==> config.mk <==
export PLATFORM = sky130hd
export DESIGN_NAME = rob_retire
export DESIGN_NICKNAME = d
export VERILOG_FILES = /design/src/rtl/rob_retire.sv
export SDC_FILE = /design/constraint.sdc
export NUM_CORES = 1
export LEC_CHECK = 0
export CAP_MARGIN = 20
export CORE_ASPECT_RATIO = 1.5
export CORE_UTILIZATION = 50
export CTS_CLUSTER_SIZE = 14
export DETAILED_ROUTE_END_ITERATION = 10
export DONT_BUFFER_PORTS = 1
export GPL_TIMING_DRIVEN = 0
export PLACE_DENSITY_LB_ADDON = 0.08
export SLEW_MARGIN = 20
export SYNTH_ARGS = -nofsm -noshare
export SYNTH_HDL_FRONTEND = slang
export SYNTH_SLANG_ARGS = --single-unit
export TNS_END_PERCENT = 5
==> constraint.sdc <==
create_clock -name clk -period 10.3 [get_ports clk]
set_input_delay 2.06 -clock clk [delete_from_list [all_inputs] [get_ports clk]]
set_output_delay 2.06 -clock clk [all_outputs]
set_load 0.02 [all_outputs]
==> src/rtl/rob_retire.sv <==
// Reorder buffer feeding the architectural register file: in-order dispatch,
// out-of-order writeback, up to two in-order retires per cycle, flush on a
// faulting head entry.
module rob_retire #(
  parameter int unsigned DEPTH  = 16,
  parameter int unsigned IDXW   = $clog2(DEPTH),
  parameter int unsigned DWIDTH = 32
) (
  input  logic                         clk,
  input  logic                         resetn,
  input  logic [1:0]                   i_disp_valid,
  input  logic [1:0][4:0]              i_disp_dst,
  input  logic [1:0]                   i_disp_regwrite,
  output logic                         o_disp_ready,
  output logic [1:0][IDXW-1:0]         o_disp_idx,
  input  logic [1:0]                   i_wb_valid,
  input  logic [1:0][IDXW-1:0]         i_wb_idx,
  input  logic [1:0][DWIDTH-1:0]       i_wb_data,
  input  logic [1:0]                   i_wb_exc,
  output logic [1:0]                   o_ret_valid,
  output logic [1:0][4:0]              o_ret_dst,
  output logic [1:0]                   o_ret_regwrite,
  output logic [1:0][DWIDTH-1:0]       o_ret_data,
  output logic                         o_flush,
  output logic [IDXW:0]                o_count
);

  localparam int unsigned CW = IDXW + 1;

  logic [IDXW-1:0]   r_head;
  logic [IDXW-1:0]   r_tail;
  logic [IDXW:0]     r_count;
  logic [DEPTH-1:0]  r_alloc;
  logic [DEPTH-1:0]  r_done;
  logic [DEPTH-1:0]  r_exc;
  logic [DEPTH-1:0]  r_rw;
  logic [4:0]        r_dst  [DEPTH];
  logic [DWIDTH-1:0] r_data [DEPTH];

  logic [IDXW-1:0]   w_head1;
  logic              w_r0;
  logic              w_r1;
  logic [1:0]        w_acc;
  logic [1:0]        w_nacc;
  logic [1:0]        w_nret;

  // Retire eligibility, flush detect, dispatch acceptance and slot assignment
  always_comb begin
    w_head1           = r_head + IDXW'(1);
    w_r0              = r_alloc[r_head] & r_done[r_head] & ~r_exc[r_head];
    w_r1              = w_r0 & r_alloc[w_head1] & r_done[w_head1] & ~r_exc[w_head1];
    o_flush           = r_alloc[r_head] & r_done[r_head] & r_exc[r_head];
    o_ret_valid       = {w_r1, w_r0};
    o_ret_dst[0]      = r_dst[r_head];
    o_ret_dst[1]      = r_dst[w_head1];
    o_ret_data[0]     = r_data[r_head];
    o_ret_data[1]     = r_data[w_head1];
    o_ret_regwrite[0] = w_r0 & r_rw[r_head];
    o_ret_regwrite[1] = w_r1 & r_rw[w_head1];
    o_disp_ready      = (r_count <= CW'(DEPTH - 2));
    w_acc             = i_disp_valid & {2{o_disp_ready & ~o_flush}};
    o_disp_idx[0]     = r_tail;
    o_disp_idx[1]     = r_tail + IDXW'(i_disp_valid[0]);
    w_nacc            = {1'b0, w_acc[0]} + {1'b0, w_acc[1]};
    w_nret            = {1'b0, w_r0} + {1'b0, w_r1};
    o_count           = r_count;
  end

  // Pointers, occupancy and per-entry status bits
  always_ff @(posedge clk) begin
    if (!resetn) begin
      r_head  <= '0;
      r_tail  <= '0;
      r_count <= '0;
      r_alloc <= '0;
      r_done  <= '0;
      r_exc   <= '0;
    end else if (o_flush) begin
      r_head  <= '0;
      r_tail  <= '0;
      r_count <= '0;
      r_alloc <= '0;
      r_done  <= '0;
      r_exc   <= '0;
    end else begin
      r_head  <= r_head + IDXW'(w_nret);
      r_tail  <= r_tail + IDXW'(w_nacc);
      r_count <= r_count + CW'(w_nacc) - CW'(w_nret);
      // Port 1 is applied last so it wins on a shared index
      for (int p = 0; p < 2; p++) begin
        if (i_wb_valid[p] && r_alloc[i_wb_idx[p]]) begin
          r_done[i_wb_idx[p]] <= 1'b1;
          r_exc[i_wb_idx[p]]  <= i_wb_exc[p];
        end
      end
      if (w_r0) r_alloc[r_head]  <= 1'b0;
      if (w_r1) r_alloc[w_head1] <= 1'b0;
      for (int l = 0; l < 2; l++) begin
        if (w_acc[l]) begin
          r_alloc[o_disp_idx[l]] <= 1'b1;
          r_done[o_disp_idx[l]]  <= 1'b0;
          r_exc[o_disp_idx[l]]   <= 1'b0;
        end
      end
    end
  end

  // Payload storage; contents are only meaningful while the entry is allocated
  always_ff @(posedge clk) begin
    for (int l = 0; l < 2; l++) begin
      if (w_acc[l]) begin
        r_dst[o_disp_idx[l]] <= i_disp_dst[l];
        r_rw[o_disp_idx[l]]  <= i_disp_regwrite[l];
      end
    end
    for (int p = 0; p < 2; p++) begin
      if (i_wb_valid[p] && r_alloc[i_wb_idx[p]]) begin
        r_data[i_wb_idx[p]] <= i_wb_data[p];
      end
    end
  end

endmodule

==> results.cfg <==
[synth]
synth.area.top_cells = edfxtp_1, mux4_2, mux2_2
yosysSeqAreaShare_pct = 48.91
synthAdderAreaFrac_pct = 0.8045
synth-compound-area-share_pct = 2.680
synth-xor-area-share_pct = 0.2882
ys_async_sr_fraction_pct = 0
synth_edf_count = 592
synth_top_family_by_area = multiplexers
syn-cell-area_um2 = 39500
synth_area_leader_cell = edfxtp_1
yosysWarnings = 0
ys_top_cells_by_count = edfxtp_1, mux2_2, mux4_2, clkbuf_1
avgSynthCellArea_um2 = 16.06
synth_cell_types = 79
synth_nets = 2575
yosysTopAreaCellShare_pct = 45.00
yosys.area_share.simple_pct = 4.406
syn_inst = 2460
synth_flop_cell = edfxtp_1
ys_ff_latch = 669
synth.most_common_cell = edfxtp_1
synthMuxAreaShare_pct = 40.01

[routing]
post_drt_wl_per_cell_um = 39.81
dr.pass1.iters = 5
post_drt_via_cell_ratio = 7.189
ant_nets = 0
num_vias = 26070
drt_iter0_markers = 2741
drt_wl_total_um = 144300
drc = 0

[floorplan]
start_util_pct = 50.72
dieArea_um2 = 80150
num_rows = 125
io-pin-count = 185
fp.dieW_um = 231.5
die-height_um = 346.2
core_area_um2 = 77890

[worst_setup_path]
crit_required_ns = 8.24
path_max_fanout = 10
crit_path_end_kind = output pin
crit_start = r_head[1]$_SDFF_PP0_
crit_type = flop to output pin
crit_arrival_ns = 5.66
crit_path_start_kind = flop
rr_startpoint = r_head[1]$_SDFF_PP0_

[power]
finalPower_mw = 6.425
ir_drop_mv = 0.2040
p_per_area_nw_per_um2 = 147.2
p_leak_nw = 13.65

[global_route]
gr-total-overflow = 0
grt_start_max_net_pins = 34
grt_usage_pct = 36.33
grt_pass1_vias = 27240
grt_antenna_before_repair = 4
grt_first_pass_wirelength_um = 203300

[placed_design]
dpl_cell_area_um2 = 41490
hpwl_um = 101100
io_buffers = 0
gp_congestion = 0.9764

[cells_and_area]
fin_nets = 2673
final_core_util_pct = 56.05
finish.instance_area_um2 = 43660
drive_above_1_share_pct = 47.24
diodes = 0
area_growth_pct = 10.53

[cts]
holdBufCountCts = 0
cts_tree = done
path_clk_slew_ns = 0.06
clockBufferDepth = 3
cts_root_buf = clkbuf_16
numCtsBuffers = 71
post_cts_buffers = 0
cts_resized = 0
cts.htree.levels = 3
clkLatencyLatePin_ns = 0.63
numClockSinks = 669

[hold_path]
hold_start = r_rw[1]$_DFF_P_
hold_class = flop to flop

[sta]
final_max_slew_viol_count = 0
rsz0062_at_grt = no
period_share_pct = 74.97
hold_violations = 0
finClkSkew_ns = 0.01167
slew_headroom_pct = 20.04
setup_tns_ns = 0
fmax_ghz = 0.1295
worstMarginPinSlew_ns = 1.199
min_period_ns = 7.722
finalSetupViolCount = 0

[run_status]
outcome = finished clean

[job]
cap_violations = 0
==> kinds of logic after synthesis <==
| family | after synthesis |
|---|---|
| muxes | 1008 |
| DFF | 669 |
| and+or+nand+nor | 328 |
| buffers and inverters | 286 |
| AOI/OAI and AO/OA | 133 |
| adders and majority gates | 23 |
| xor gates and xnor gates | 13 |
==> placed cells by master, fill, tap and decap left out, types with 16 or more instances in the layout <==
cell type    n
clkbuf_1   194
mux4_2     396
clkinv_1    16
nor2_1      51
mux2i_1     16
ha_1        19
inv_1       24
mux2_2     591
a31oi_1     30
nand3_1     43
dfxtp_1     77
nor4_1      23
edfxtp_1   592
nand2_1     69
nor3_1      27
clkbuf_2    23
clkbuf_16   75
buf_2       44
==> worst max-delay path, cell delays in order (launching register included) <==
cell and delay [ns]:
dfxtp_1 0.47, buf_2 0.33, inv_1 0.16, ha_1 0.31, clkbuf_1 0.39, buf_2 0.45, clkbuf_1 0.91, clkbuf_1 0.94
mux4_2 0.43, mux4_2 0.61
==> final timing paths <==
| path | to | slack [ns] | cells after the start |
|---|---|---|---|
| setup / recovery | o_ret_data[61] | 2.58 | 9 |
| hold / removal | r_rw[1]$_DFF_P_ | 0.50 | 2 |
| setup reg to reg | o_count[4]$_SDFF_PP0_ | 3.97 | 18 |
| hold reg to reg | r_rw[1]$_DFF_P_ | 0.50 | 2 |
==> power by group <==
group          switching (mW)  leakage (nW)  internal, mW  total, mW
sequential             0.0819          5.95          3.04       3.12
clock                    1.13          1.06          1.38       2.51
combinational           0.483          6.64         0.313      0.796
total                    1.69          13.7          4.73       6.43
==> metrics by stage <==
step	std cells	setup slack (ns)	hold WS, ns
global route	3626	2.552	0.5237
CTS	3625	2.656	0.4867
global placement	3476	0.4464	0.4739
finish	3626	2.578	0.4963
detailed placement	3500	3.383	0.4778
floorplan	2460	4.693	0.4496
==> final cells by class <==
cell class,instances,area (µm²)
clock buffer,90,1933
sequential,669,19320
timing repair buffer,25,504.2
tap,1016,1271
buffer,260,1097
clock inverter,35,219.0
multi-input combinational,1505,19220
inverter,26,100.1
fill,6222,34230
==> per-layer routing <==
metal  share of wire (%)  GRT usage, %  wire (µm)
met1                  35         43.03      51070
met2                  50         60.47      71630
met3                 8.5         8.177      12200
met4                 6.5         21.04       9397
met5               0.027             0         39
==> registers in the layout, indices dropped and copies added (netlist names) <==
signal,flops
o_count,5
r_alloc,16
r_data,512
r_done,16
r_dst,80
r_exc,16
r_head,4
r_rw,16
r_tail,4
(Power assumes the default switching activity.)
